$ cat config.mk
export PLATFORM = sky130hd
export DESIGN_NAME = rf_host_config_master
export DESIGN_NICKNAME = d
export VERILOG_FILES = /design/src/rtl/rf_host_config_master.sv
export SDC_FILE = /design/constraint.sdc
export NUM_CORES = 1
export LEC_CHECK = 0
export CORE_MARGIN = 2
export CORE_UTILIZATION = 45
export DETAILED_ROUTE_END_ITERATION = 8
export GPL_ROUTABILITY_DRIVEN = 1
export GPL_TIMING_DRIVEN = 1
export PLACE_DENSITY = 0.81
export SLEW_MARGIN = 20
export SYNTH_ARGS = -nofsm -noshare
export SYNTH_HDL_FRONTEND = slang
export SYNTH_SLANG_ARGS = --single-unit
$ cat constraint.sdc
create_clock -name device_clk -period 2.9 [get_ports device_clk]
set_input_delay 0.29 -clock device_clk [delete_from_list [all_inputs] [get_ports device_clk]]
set_output_delay 0.29 -clock device_clk [all_outputs]
set_load 0.01 [all_outputs]
$ cat src/rtl/rf_host_config_master.sv
// rf_host_config_master: drives M1/M0, watches AUX and frames C0/C2/C1/C3 commands over a byte UART.
// Define RF_HOST_RESET_CMD_EN to make op4 (C4 reset command, AUX low-then-high wait) legal.
module rf_host_config_master #(
  parameter int unsigned DATA_WIDTH   = 8,
  parameter logic [1:0]  DEFAULT_MODE = 2'd0,
  parameter logic [15:0] AUX_SETTLE   = 16'd1000,
  parameter logic [23:0] AUX_TIMEOUT  = 24'd750000,
  parameter logic [23:0] RX_TIMEOUT   = 24'd50000
) (
  input  logic                  device_clk,
  input  logic                  rst,
  input  logic                  cmd_start,
  input  logic [2:0]            cmd_op,
  input  logic [39:0]           cfg_in,
  input  logic [1:0]            mode_normal,
  output logic                  M0,
  output logic                  M1,
  input  logic                  AUX,
  output logic [DATA_WIDTH-1:0] tx_data,
  output logic                  tx_valid,
  input  logic                  tx_ready,
  input  logic [DATA_WIDTH-1:0] rx_data,
  input  logic                  rx_valid,
  output logic                  busy,
  output logic                  done,
  output logic [2:0]            err_code,
  output logic [47:0]           resp_data
);

  // state | meaning: IDLE wait cmd, SET_M3 program mode, WAIT_A aux ready, SEND frame, RECV response,
  // CHECK compare, RESTORE normal mode + aux ready, DONE pulse, WAIT_LO/WAIT_HI reset-command aux cycle
  typedef enum logic [3:0] {
    S_IDLE, S_SET_M3, S_WAIT_A, S_SEND, S_RECV, S_CHECK, S_RESTORE, S_DONE, S_WAIT_LO, S_WAIT_HI
  } state_t;

  state_t                state_q, state_d;
  logic [1:0]            mode_q, mode_d;
  logic                  tx_valid_q, tx_valid_d;
  logic [DATA_WIDTH-1:0] tx_data_q, tx_data_d;
  logic                  busy_q, busy_d;
  logic                  done_q, done_d;
  logic [2:0]            err_q, err_d;
  logic [47:0]           resp_q, resp_d;
  logic [2:0]            op_q, op_d;
  logic [39:0]           cfg_q, cfg_d;
  logic [1:0]            mnorm_q, mnorm_d;
  logic [2:0]            idx_q, idx_d;
  logic [2:0]            rx_cnt_q, rx_cnt_d;
  logic [15:0]           settle_q, settle_d;
  logic [23:0]           tmr_q, tmr_d;
  logic                  aux_s1_q, aux_s2_q;
  logic                  tmr_hit, settle_hit, aux_wait, frame_ok;

  function automatic logic op_legal(input logic [2:0] op);
`ifdef RF_HOST_RESET_CMD_EN
    return op <= 3'd4;
`else
    return op <= 3'd3;
`endif
  endfunction

  function automatic logic [7:0] hdr_of(input logic [2:0] op);
    case (op)
      3'd0:    return 8'hC0;
      3'd1:    return 8'hC2;
      3'd2:    return 8'hC1;
      3'd3:    return 8'hC3;
      default: return 8'hC4;
    endcase
  endfunction

  function automatic logic [7:0] frame_byte(input logic [2:0] op, input logic [39:0] cfg,
                                            input logic [2:0] idx);
    if (op > 3'd1) return hdr_of(op);
    case (idx)
      3'd1:    return cfg[39:32];
      3'd2:    return cfg[31:24];
      3'd3:    return cfg[23:16];
      3'd4:    return cfg[15:8];
      3'd5:    return cfg[7:0];
      default: return hdr_of(op);
    endcase
  endfunction

  function automatic logic [2:0] frame_len(input logic [2:0] op);
    return (op <= 3'd1) ? 3'd6 : 3'd3;
  endfunction

  function automatic logic [2:0] rx_len(input logic [2:0] op);
    return (op <= 3'd2) ? 3'd6 : 3'd4;
  endfunction

  always_comb begin
    state_d    = state_q;
    mode_d     = mode_q;
    tx_valid_d = tx_valid_q;
    tx_data_d  = tx_data_q;
    busy_d     = busy_q;
    done_d     = 1'b0;
    err_d      = err_q;
    resp_d     = resp_q;
    op_d       = op_q;
    cfg_d      = cfg_q;
    mnorm_d    = mnorm_q;
    idx_d      = idx_q;
    rx_cnt_d   = rx_cnt_q;
    settle_d   = settle_q;
    tmr_d      = tmr_q;
    aux_wait   = 1'b0;
    frame_ok   = 1'b1;
    tmr_hit    = (tmr_q <= 24'd1);
    settle_hit = aux_s2_q && (settle_q <= 16'd1);

    case (state_q)
      S_IDLE: begin
        if (cmd_start) begin
          op_d    = cmd_op;
          cfg_d   = cfg_in;
          mnorm_d = mode_normal;
          busy_d  = 1'b1;
          err_d   = 3'd0;
          resp_d  = 48'd0;
          if (op_legal(cmd_op)) begin
            state_d = S_SET_M3;
          end else begin
            err_d   = 3'd4;
            state_d = S_DONE;
          end
        end
      end
      S_SET_M3: begin
        mode_d  = 2'b11;
        state_d = S_WAIT_A;
      end
      S_WAIT_A: begin
        aux_wait = 1'b1;
        if (settle_hit) begin
          tx_valid_d = 1'b1;
          tx_data_d  = DATA_WIDTH'(frame_byte(op_q, cfg_q, 3'd0));
          idx_d      = 3'd0;
          state_d    = S_SEND;
        end else if (tmr_hit) begin
          if (err_q == 3'd0) err_d = 3'd1;
          state_d = S_RESTORE;
        end
      end
      S_SEND: begin
        if (tx_valid_q && tx_ready) begin
          if (idx_q == frame_len(op_q) - 3'd1) begin
            tx_valid_d = 1'b0;
            rx_cnt_d   = 3'd0;
            state_d    = (op_q == 3'd4) ? S_WAIT_LO : S_RECV;
          end else begin
            idx_d     = idx_q + 3'd1;
            tx_data_d = DATA_WIDTH'(frame_byte(op_q, cfg_q, idx_q + 3'd1));
          end
        end
      end
      S_RECV: begin
        // A byte landing on the expiry cycle still counts and restarts the timer.
        if (rx_valid) begin
          case (rx_cnt_q)
            3'd0:    resp_d[47:40] = rx_data[7:0];
            3'd1:    resp_d[39:32] = rx_data[7:0];
            3'd2:    resp_d[31:24] = rx_data[7:0];
            3'd3:    resp_d[23:16] = rx_data[7:0];
            3'd4:    resp_d[15:8]  = rx_data[7:0];
            default: resp_d[7:0]   = rx_data[7:0];
          endcase
          rx_cnt_d = rx_cnt_q + 3'd1;
          tmr_d    = RX_TIMEOUT;
          if (rx_cnt_q + 3'd1 == rx_len(op_q)) state_d = S_CHECK;
        end else if (tmr_hit) begin
          if (err_q == 3'd0) err_d = 3'd2;
          state_d = S_RESTORE;
        end else begin
          tmr_d = (tmr_q != 24'd0) ? tmr_q - 24'd1 : 24'd0;
        end
      end
      S_CHECK: begin
        case (op_q)
          3'd0, 3'd1: frame_ok = (resp_q == {hdr_of(op_q), cfg_q});
          3'd2:       frame_ok = (resp_q[47:40] == 8'hC0);
          3'd3:       frame_ok = (resp_q[47:40] == 8'hC3);
          default:    frame_ok = 1'b1;
        endcase
        if (!frame_ok && err_q == 3'd0) err_d = 3'd3;
        state_d = S_RESTORE;
      end
      S_RESTORE: begin
        aux_wait = 1'b1;
        if (settle_hit) begin
          state_d = S_DONE;
        end else if (tmr_hit) begin
          if (err_q == 3'd0) err_d = 3'd1;
          state_d = S_DONE;
        end
      end
      S_DONE: begin
        done_d  = 1'b1;
        busy_d  = 1'b0;
        state_d = S_IDLE;
      end
      S_WAIT_LO: begin
        tmr_d = (tmr_q != 24'd0) ? tmr_q - 24'd1 : 24'd0;
        if (!aux_s2_q) begin
          state_d = S_WAIT_HI;
        end else if (tmr_hit) begin
          if (err_q == 3'd0) err_d = 3'd1;
          state_d = S_RESTORE;
        end
      end
      S_WAIT_HI: begin
        aux_wait = 1'b1;
        if (settle_hit) begin
          state_d = S_RESTORE;
        end else if (tmr_hit) begin
          if (err_q == 3'd0) err_d = 3'd1;
          state_d = S_RESTORE;
        end
      end
      default: state_d = S_IDLE;
    endcase

    if (aux_wait) begin
      tmr_d    = (tmr_q != 24'd0) ? tmr_q - 24'd1 : 24'd0;
      settle_d = !aux_s2_q ? AUX_SETTLE : ((settle_q != 16'd0) ? settle_q - 16'd1 : 16'd0);
    end

    // Both timers restart on every state entry; entering RESTORE is where the normal mode returns.
    if (state_d != state_q) begin
      settle_d = AUX_SETTLE;
      tmr_d    = (state_d == S_RECV) ? RX_TIMEOUT : AUX_TIMEOUT;
      if (state_d == S_RESTORE) mode_d = mnorm_q;
    end
  end

  always_ff @(posedge device_clk) begin
    if (rst) begin
      state_q    <= S_IDLE;
      mode_q     <= DEFAULT_MODE;
      tx_valid_q <= 1'b0;
      tx_data_q  <= '0;
      busy_q     <= 1'b0;
      done_q     <= 1'b0;
      err_q      <= 3'd0;
      resp_q     <= 48'd0;
      op_q       <= 3'd0;
      cfg_q      <= 40'd0;
      mnorm_q    <= DEFAULT_MODE;
      idx_q      <= 3'd0;
      rx_cnt_q   <= 3'd0;
      settle_q   <= AUX_SETTLE;
      tmr_q      <= AUX_TIMEOUT;
      aux_s1_q   <= 1'b0;
      aux_s2_q   <= 1'b0;
    end else begin
      state_q    <= state_d;
      mode_q     <= mode_d;
      tx_valid_q <= tx_valid_d;
      tx_data_q  <= tx_data_d;
      busy_q     <= busy_d;
      done_q     <= done_d;
      err_q      <= err_d;
      resp_q     <= resp_d;
      op_q       <= op_d;
      cfg_q      <= cfg_d;
      mnorm_q    <= mnorm_d;
      idx_q      <= idx_d;
      rx_cnt_q   <= rx_cnt_d;
      settle_q   <= settle_d;
      tmr_q      <= tmr_d;
      aux_s1_q   <= AUX;
      aux_s2_q   <= aux_s1_q;
    end
  end

  assign M1        = mode_q[1];
  assign M0        = mode_q[0];
  assign tx_data   = tx_data_q;
  assign tx_valid  = tx_valid_q;
  assign busy      = busy_q;
  assign done      = done_q;
  assign err_code  = err_q;
  assign resp_data = resp_q;

endmodule

==> results.toml, run 1 <==
[detailed_routing]
post_drt_wl_per_cell_um = 18.3
vias_per_cell = 5.80
drt_pass1_iterations = 7
vias = 8056
drc = 0
antenna_left = 0
postRouteWirelength_um = 25400
drt_iter0_drc = 792

[floorplanning]
fp.dieW_um = 139
top_level_ports = 123
core_mm2 = 0.0180
die-area_mm2 = 0.0194
fp.dieH_um = 139
start_util_pct = 45.8
num_rows = 49

[sta]
setup_viol_count_final = 0
timing.final.max_slew_violations = 0
fin_skew_ps = 12.7
rsz0062_at_grt = "no"
fmax_mhz = 365
tightestPinTransition_ps = 670
fin_crit_ps = 2740
finalCritPeriodShare_pct = 94.5
hold_viol_final = 0
relSlewSlack_pct = 54.9
postLayoutSetupSlackWorst_ps = 160
tns_ps = 0

[power]
power_leakage_nw = 4.16
swShare_pct = 32.5
pwr-share-seq_pct = 41.3
clkPwrFrac_pct = 38.1
max-vdd-ir-drop_v = 0.000403
combPwrFrac_pct = 20.7
p_per_area_mw_per_mm2 = 566
p_int_mw = 4.03
power.switching_mw = 1.94

[setup_path]
critPathLaunchType = "register"
reg2reg_depth = 6
cp_max_fo = 8
crit_type = "register to register"
crit_arrival_ps = 3070
critPathCaptureType = "register"
cp.required_ps = 3230

[synth]
synth-compound-area-share_pct = 18.5
synth_edf_count = 0
syn_area_mm2 = 0.00823
yosysTopAreaCell = "dfxtp_1"
synth_xor_area_share_pct = 5.22
syn_nets = 1090
async_flop_share_pct = 0
yosys_warnings = 0
yosys.area_share.adder_pct = 2.43
synth_top_family_by_area = "simple AND/OR/NAND/NOR gates"
synthMuxAreaShare_pct = 6.81
synth_flop_cell = "dfxtp_1"
synth_area_leaders = "dfxtp_1 (39%), nand2_1 (6.7%), mux2i_1 (6.0%), a21oi_1 (5.7%), nor2_1 (5.0%)"
synthSimpleGateAreaFrac_pct = 23.6
synth_seq_area_share_pct = 39.2
synth_top_area_share_pct = 39.2
synth-seq-cells = 161
postSynthCellCount = 1015
avgSynthCellArea_um2 = 8.10
synth_cell_type_count = 75

[clocking]
clock-sinks = 161
root_buffer = "clkbuf_16"
htreeDepth = 4
clockBufferDepth = 2
cts_inserted_buffers = 17
clk-insertion-delay-late_ps = 440
tritoncts = "yes"
path_clk_slew_ps = 70

[hold_path]
hold_depth = 3
hp-class = "input pin to register"

[outcome]
status = "finished clean"

[finish]
drive_gt1_share_pct = 10.3
nets = 1221
design_area_mm2 = 0.0105
diodes = 0
fin_cells = 1388
area_growth_pct = 28.2
fin_util_pct = 58.7

[grt]
grt_max_degree = 130
grt_pass1_wl_um = 40400
grt_overflow = 0
grt_pass1_vias = 7489
grtUsageTotal_pct = 25.9
antenna_found_initial = 0

[flow_run]
drv_cap = 0

[placed_design]
routabilityCongestion = 0.921
dpl-instance-area_mm2 = 0.00988
dpl.cell_count = 1354
dpl_worst_slack_ps = 109
io_buffer_count = 122
hpwl_um = 18500
[per-layer routing]
| layer | part of all wire (%) | vias to the layer above | global-route usage (%) |
|---|---|---|---|
| met5 | 0 | - | 0 |
| met4 | 3.5 | 0 | 10.8 |
| met3 | 7.8 | 69 | 4.70 |
| met2 | 45 | 372 | 39.4 |
| met1 | 43 | 3761 | 36.2 |
| li1 | - | 3854 | - |
[critical path, stage by stage (launching register included)]
cell,delay (ps)
dfxtp_1,350
or4_4,540
or2_1,290
or4_1,650
nand3_1,380
o311ai_0,210
a21o_1,210
[stage by stage]
stage	power, mW	hold WS [ps]
after detailed placement	3.72	438
after CTS	5.96	180
after global placement	3.69	434
after global routing	6.19	210
final	5.97	182
after floorplan	3.23	414
[synthesized netlist by cell type, types with 10 or more instances]
cell        n
xor2_1     42
a22oi_1    12
nand4_1    10
nor4_1     21
ha_1       16
clkbuf_1   40
mux2i_1    49
nor2_1    109
a21oi_1    94
nand2_1   147
nor3_1     37
and3_1     18
o21ai_0    48
nand3_1    19
buf_1      12
inv_1      23
dfxtp_1   161
[placed cells by master, fill, tap and decap left out, types with 4 or more instances in the layout]
cell type | Yosys | routed
a211oi_1 | 5 | 5
a21o_1 | 7 | 7
a21oi_1 | 94 | 93
a21oi_2 | 4 | 5
a221o_1 | 9 | 9
a221oi_1 | 4 | 4
a22oi_1 | 12 | 12
and2_1 | 5 | 5
and3_1 | 18 | 18
buf_4 | 1 | 51
clkbuf_16 | 0 | 17
clkdlybuf4s50_1 | 0 | 121
clkinv_8 | 0 | 5
dfxtp_1 | 161 | 160
ha_1 | 16 | 16
inv_1 | 23 | 23
inv_8 | 0 | 5
mux2_2 | 5 | 5
mux2i_1 | 49 | 49
nand2_1 | 147 | 147
nand2b_1 | 6 | 6
nand3_1 | 19 | 19
nand4_1 | 10 | 10
nor2_1 | 109 | 109
nor2b_1 | 6 | 6
nor3_1 | 37 | 37
nor3b_1 | 4 | 4
nor4_1 | 21 | 20
o211ai_1 | 7 | 7
o21ai_0 | 48 | 46
o21ai_1 | 3 | 5
o311ai_0 | 6 | 6
o31ai_1 | 7 | 7
or3_1 | 7 | 7
xnor2_1 | 7 | 7
xor2_1 | 42 | 42
[sequential cells by signal, summed over array words and instances, names as in the netlist]
name,cells
aux_s1_q,1
cfg_q,40
settle_q,16
tx_valid,1
mnorm_q,2
idx_q,3
busy,1
aux_s2_q,1
resp_data,48
done,1
op_q,3
rx_cnt_q,3
state_q,4
tmr_q,24
err_code,3
tx_data,8
mode_q,2
[area by class of cell]
cell class              count  area [µm²]
fillers                  1574        7410
inverters                  24        90.1
multi-input cells         767        4680
repair buffers            175        1650
well taps                 229         287
clock inverters            15         186
flip-flops and latches    161        3220
clock buffers              17         425
[timing repair]
action / in CTS / in global routing
setup endpoints to repair: 0 / 23
setup buffers: 0 / 2
hold buffers: 0 / 0
resized for setup: 0 / 8
[final timing paths]
kind / startpoint / end / slack, ps
worst min-delay path: rst / busy$_SDFFE_PP0P_ / 180
worst min register to register: aux_s1_q$_SDFF_PP0_ / aux_s2_q$_SDFF_PP0_ / 440
worst max register to register: tmr_q[17]$_SDFFE_PP1P_ / tmr_q[16]$_SDFFE_PP1P_ / 160
worst max-delay path: tmr_q[17]$_SDFFE_PP1P_ / tmr_q[16]$_SDFFE_PP1P_ / 160
[power by group through the flow]
stage                     logic (mW)  clock network (mW)  registers, mW
after floorplan                0.767                   0           2.46
after detailed placement        1.21                   0           2.51
after global placement          1.18                   0           2.50
after global routing            1.34                2.38           2.47
final                           1.23                2.27           2.46
after CTS                       1.22                2.29           2.46
[cell families (layout without fill, tap and decap cells)]
kind of cell / count (synthesis) / after routing
buffers and inverters: 87 / 231
DFF: 161 / 161
and+or+nand+nor: 412 / 412
muxes: 55 / 55
AOI/OAI and AO/OA: 235 / 235
adders and majority gates: 16 / 16
xor gates and xnor gates: 49 / 49
Note: power is estimated with default switching activity, not from simulation.
==> run 2: changes to the inputs <==
Settings changed: ABC_AREA set to 1.
==> results.toml, run 2 <==
[power]
p_int_mw = 5.90
pwr-share-seq_pct = 33.2
power.switching_mw = 4.72
power_leakage_nw = 4.33
p_per_area_mw_per_mm2 = 1000
combPwrFrac_pct = 44.3
clkPwrFrac_pct = 22.5
swShare_pct = 44.5
max-vdd-ir-drop_v = 0.000567

[setup_path]
r2r_start = "state_q[2]$_SDFF_PP0_"
crit_buf_inv = 4
path_cells = "inv_2 > nand2_1 > inv_1 > nand2_2 > nand2_4 > nor2_8 > inv_2 > o21ai_2 > nand3_1 > nand2_1 > nand2_2 > nor2_8 > nand3_2 > inv_1 > nand2_1 > nand3_1"
rrSetupSlack_ps = 310
crit_arrival_ps = 2970
crit_path_frequent_cell = "nand2_1"
cpLargestDelayFamily = "simple AND/OR/NAND/NOR gates"
reg2reg_depth = 16
cp_slowest_cell = "dfxtp_1"
critPathCaptureType = "register"
critPathLaunchType = "register"
cp_max_fo = 15
cp.required_ps = 3280
slowest_delay_ps = 540
reg2reg_to = "tmr_q[5]$_SDFFE_PP1P_"
crit_type = "register to register"

[hold_path]
min_from = "AUX"
hold_depth = 3
hp-class = "input pin to register"
hold_path_end = "aux_s1_q$_SDFF_PP0_"

[clocking]
cts.repair_timing.setup_buffer_count = 0
cts_hold_buf = 0
htreeDepth = 4
path_clk_slew_ps = 80
tritoncts = "yes"
clock-sinks = 161
clk-insertion-delay-late_ps = 450
clockBufferDepth = 2
cts_inserted_buffers = 17
root_buffer = "clkbuf_16"
ctsResizeCount = 0

[detailed_routing]
drt_pass1_iterations = 5
drc = 0
postRouteWirelength_um = 26600
drt_iter0_drc = 734
vias_per_cell = 5.56
antenna_left = 0
vias = 8786
post_drt_wl_per_cell_um = 16.8

[sta]
fmax_mhz = 387
setup_viol_count_final = 0
rsz0062_at_grt = "no"
timing.final.max_slew_violations = 0
relSlewSlack_pct = 46.8
tns_ps = 0
hold_viol_final = 0
tightestPinTransition_ps = 798
fin_crit_ps = 2590
finalCritPeriodShare_pct = 89.2
fin_skew_ps = 15.2

[finish]
diodes = 0
nets = 1409
seq_area_mm2 = 0.00322
design_area_mm2 = 0.0106
final_common_cell = "nand2_1"
nFillCells = 1733
drive_gt1_share_pct = 8.24
multi_input_area_mm2 = 0.00446
layout_common_cells = "nand2_1 (215), dfxtp_1 (161), inv_1 (139), nor2_1 (130)"
largest_reg_flops = 48
area_growth_pct = 25.7
fin_cells = 1581

[synth]
synth-seq-cells = 161
yosysTopAreaCell = "dfxtp_1"
avgSynthCellArea_um2 = 6.95
synth_flop_cell = "dfxtp_1"
synth_seq_area_share_pct = 38.3
synth_edf_count = 0
synth.most_common_cell = "nand2_1"
synth_area_leaders = "dfxtp_1 (38%), nand2_1 (9.6%), a21oi_1 (7.3%), o21ai_0 (6.7%), inv_1 (6.2%)"
syn_nets = 1286
synthTopCellsByCount = "nand2_1 (215), dfxtp_1 (161), inv_1 (140), nor2_1 (130), a21oi_1 (122)"
synth_cell_type_count = 40
yosys_warnings = 0
async_flop_share_pct = 0
syn_area_mm2 = 0.00841
postSynthCellCount = 1211
synth_top_area_share_pct = 38.3

[outcome]
status = "finished clean"

[grt]
antenna_found_initial = 0
grt_overflow = 0
grt_pass1_wl_um = 42500
grt_max_degree = 90
grt_pass1_vias = 8177
grtUsageTotal_pct = 27.0

[floorplanning]
core_mm2 = 0.0185
start_util_pct = 45.4
fp.dieW_um = 141
top_level_ports = 123
die-area_mm2 = 0.0198
fp.dieH_um = 141
num_rows = 50

[placed_design]
dpl.cell_count = 1549
routabilityCongestion = 0.962
io_buffer_count = 122
dpl-instance-area_mm2 = 0.00993
hpwl_um = 19800

[flow_run]
drv_cap = 0
-- run 2: cell types whose count changed after synthesis, sizes merged, moves of 19 or more --
cell,previous run,this run
a21oi,98,131
inv,24,150
mux2i,50,0
nand2,148,223
nand3,19,65
nor2,109,151
nor4,23,4
o21ai,51,114
o22ai,1,27
-- run 2: cell type report --
type | instances | share of cell area (%)
sequential | 161 | 30.5
clock buffer | 17 | 4.02
tap | 234 | 2.77
inverter | 153 | 5.43
multi-input combinational | 859 | 42.2
clock inverter | 15 | 2.04
timing repair buffer | 142 | 13.1
-- run 2: tightest hold or removal path: cells and delay by family --
family                 cells  cell delay (ps)
buffers and inverters      2              450
and+or+nand+nor            1               30
-- run 2: power by group through the flow --
stage               sequential (mW)  clock (mW)  combinational, mW
floorplan                      3.41           0               2.89
CTS                            3.49        2.41               4.66
finish                         3.53        2.39               4.70
global route                   3.57        2.50               5.18
global placement               3.53           0               4.53
detailed placement             3.52           0               4.61
-- run 2: worst max path at each step --
stage,start,to,slack (ps),cells after the start
2_1_floorplan,rx_cnt_q[0]$_SDFFE_PP0P_,settle_q[15]$_SDFFE_PP0P_,750,16
3_3_place_gp,cmd_start,settle_q[15]$_SDFFE_PP0P_,380,16
3_5_place_dp,cmd_start,settle_q[15]$_SDFFE_PP0P_,340,16
4_1_cts,state_q[2]$_SDFF_PP0_,settle_q[15]$_SDFFE_PP0P_,340,17
5_1_grt,settle_q[0]$_SDFFE_PP0P_,tmr_q[6]$_SDFFE_PP0P_,40,16
6_report,state_q[2]$_SDFF_PP0_,tmr_q[5]$_SDFFE_PP1P_,310,16
-- run 2: metal layers --
layer	part of all wire [%]	up-vias	global-route usage, %
li1	-	4260	-
met1	41	3992	33.7
met2	46	430	44.2
met3	7.8	104	5.50
met4	5.5	0	14.2
met5	0	-	0
-- run 2: kinds of logic after synthesis --
family,synth area share [%]
flops,38.3
simple gates,26.8
xor+xnor,4.16
buf+inv,8.76
fa+ha+maj,2.38
compound gates,19.6
-- run 2: stage by stage --
step / total power [mW] / utilization, % / hold slack, ps / setup slack [ps]
finish: 10.6 / 57.1 / 376 / 315
global route: 11.3 / 57.1 / 386 / 44.7
CTS: 10.6 / 57.1 / 373 / 341
detailed placement: 8.13 / 53.6 / 395 / 340
global placement: 8.06 / 53.6 / 399 / 382
floorplan: 6.30 / - / 388 / 746
==> run 3: changes to the inputs <==
--- a/config.mk
+++ b/config.mk
@@ -7,4 +7,5 @@
 export LEC_CHECK = 0
 export ABC_AREA = 1
+export CAP_MARGIN = 20
 export CORE_MARGIN = 2
 export CORE_UTILIZATION = 45
@@ -12,5 +13,5 @@
 export GPL_ROUTABILITY_DRIVEN = 1
 export GPL_TIMING_DRIVEN = 1
-export PLACE_DENSITY = 0.81
+export PLACE_DENSITY = 0.68
 export SLEW_MARGIN = 20
 export SYNTH_ARGS = -nofsm -noshare
==> constraint.sdc (replaced) <==
create_clock -name device_clk -period 2.9 [get_ports device_clk]
set_input_delay 0.435 -clock device_clk [delete_from_list [all_inputs] [get_ports device_clk]]
set_output_delay 0.435 -clock device_clk [all_outputs]
set_load 0.01 [all_outputs]
==> results.toml, run 3 (synthesis gave the netlist of run 2 again) <==
[outcome]
status = "finished clean"

[floorplanning]
num_rows = 50
start_util_pct = 45.4
top_level_ports = 123
fp.dieH_um = 141
core_mm2 = 0.0185
die-area_mm2 = 0.0198
fp.dieW_um = 141

[finish]
fin_cells = 1581
nFillCells = 1794
design_area_mm2 = 0.0105
drive_gt1_share_pct = 8.39
area_growth_pct = 25.4
layout_common_cells = "nand2_1 (215), dfxtp_1 (161), inv_1 (139), nor2_1 (130)"
nets = 1409
largest_reg_flops = 48
diodes = 0
final_common_cell = "nand2_1"

[setup_path]
cp.required_ps = 3270
path_cells = "inv_2 > nor2_2 > nand2_2 > nand2_4 > nor2_8 > nand2_2 > nand3_1 > o21ai_0 > nand3_2 > nor2_8 > nand2_4 > nor2_4 > buf_12 > nand2_8 > a21oi_2"
critPathLaunchType = "register"
reg2reg_to = "settle_q[15]$_SDFFE_PP0P_"
rrSetupSlack_ps = 280
crit_buf_inv = 2
crit_type = "register to register"
crit_arrival_ps = 2990
cp_max_fo = 8
slowest_delay_ps = 590
cp_slowest_cell = "dfxtp_1"
r2r_start = "state_q[2]$_SDFF_PP0_"
critPathCaptureType = "register"
reg2reg_depth = 15
startpoint = "state_q[2]$_SDFF_PP0_"
cpLargestDelayFamily = "simple AND/OR/NAND/NOR gates"

[placed_design]
hpwl_um = 20100
io_buffer_count = 122
dpl-instance-area_mm2 = 0.00995
routabilityCongestion = 0.963
dpl.cell_count = 1549

[clocking]
ctsResizeCount = 0
cts_inserted_buffers = 17
tritoncts = "yes"
clock-sinks = 161
path_clk_slew_ps = 70
htreeDepth = 4
cts.repair_timing.setup_buffer_count = 0
clk-insertion-delay-late_ps = 440
clockBufferDepth = 2
root_buffer = "clkbuf_16"
cts_hold_buf = 0

[detailed_routing]
drc = 0
vias = 8593
drt_pass1_iterations = 6
postRouteWirelength_um = 26800
drt_iter0_drc = 643
vias_per_cell = 5.44
post_drt_wl_per_cell_um = 17.0
antenna_left = 0

[sta]
fmax_mhz = 382
fin_crit_ps = 2620
rsz0062_at_grt = "no"
setup_viol_count_final = 0
relSlewSlack_pct = 44.6
timing.final.max_slew_violations = 0
finalCritPeriodShare_pct = 90.3
tightestPinTransition_ps = 831
tns_ps = 0
whs_ps = 420
hold_viol_final = 0
fin_skew_ps = 12.1

[grt]
grtUsageTotal_pct = 27.1
antenna_found_initial = 0
grt_max_degree = 103
grt_overflow = 0
grt_pass1_vias = 7895
grt_pass1_wl_um = 42000

[flow_run]
drv_cap = 0

[power]
total_power_mw = 10.5
p_per_area_mw_per_mm2 = 991
power_leakage_nw = 4.31
max-vdd-ir-drop_v = 0.000496

[hold_path]
hp-class = "register to register"
hold_path_end = "aux_s2_q$_SDFF_PP0_"
min_from = "aux_s1_q$_SDFF_PP0_"
hold_depth = 2
==> run 3: worst max-delay path by stage <==
stage | cells after the start | endpoint
final | 15 | settle_q[15]$_SDFFE_PP0P_
after global routing | 14 | tmr_q[21]$_SDFFE_PP0P_
after CTS | 17 | settle_q[15]$_SDFFE_PP0P_
after detailed placement | 16 | settle_q[15]$_SDFFE_PP0P_
after global placement | 16 | settle_q[15]$_SDFFE_PP0P_
after floorplan | 16 | settle_q[15]$_SDFFE_PP0P_
==> run 3: report_power, final <==
group / total [mW] / internal, mW / switching [mW] / leakage [nW]
combinational: 4.71 / 1.83 / 2.88 / 2.70
sequential: 3.50 / 2.83 / 0.670 / 1.32
clock: 2.24 / 1.16 / 1.09 / 0.285
==> run 3: area by class of cell <==
class                   instances  area, µm²  share of cell area (%)
clock inverters                15        163                    1.54
clock buffers                  17        425                    4.03
multi-input cells             859       4470                    42.4
flip-flops and latches        161       3220                    30.6
inverters                     153        574                    5.44
repair buffers                142       1400                    13.2
well taps                     234        293                    2.78
==> run 3: layer usage <==
layer	GRT usage, %	up-vias	routed length [µm]
met4	10.0	0	865
met2	45.1	370	12500
met5	0	-	0
li1	-	4266	-
met3	4.69	58	1760
met1	35.3	3899	11700
==> run 3: per-stage QoR <==
step | util [%] | setup slack (ps)
floorplan | - | 746
global placement | 53.7 | 244
detailed placement | 53.7 | 175
CTS | 56.9 | 316
global route | 57.0 | 18.1
finish | 57.0 | 282
==> run 3: worst register-to-register path, cell delays in order (launching register included) <==
cell and delay [ps]:
dfxtp_1 590, inv_2 140, nor2_2 230, nand2_2 130, nand2_4 130, nor2_8 50, nand2_2 90, nand3_1 100
o21ai_0 140, nand3_2 180, nor2_8 170, nand2_4 100, nor2_4 170, buf_12 160, nand2_8 80, a21oi_2 110
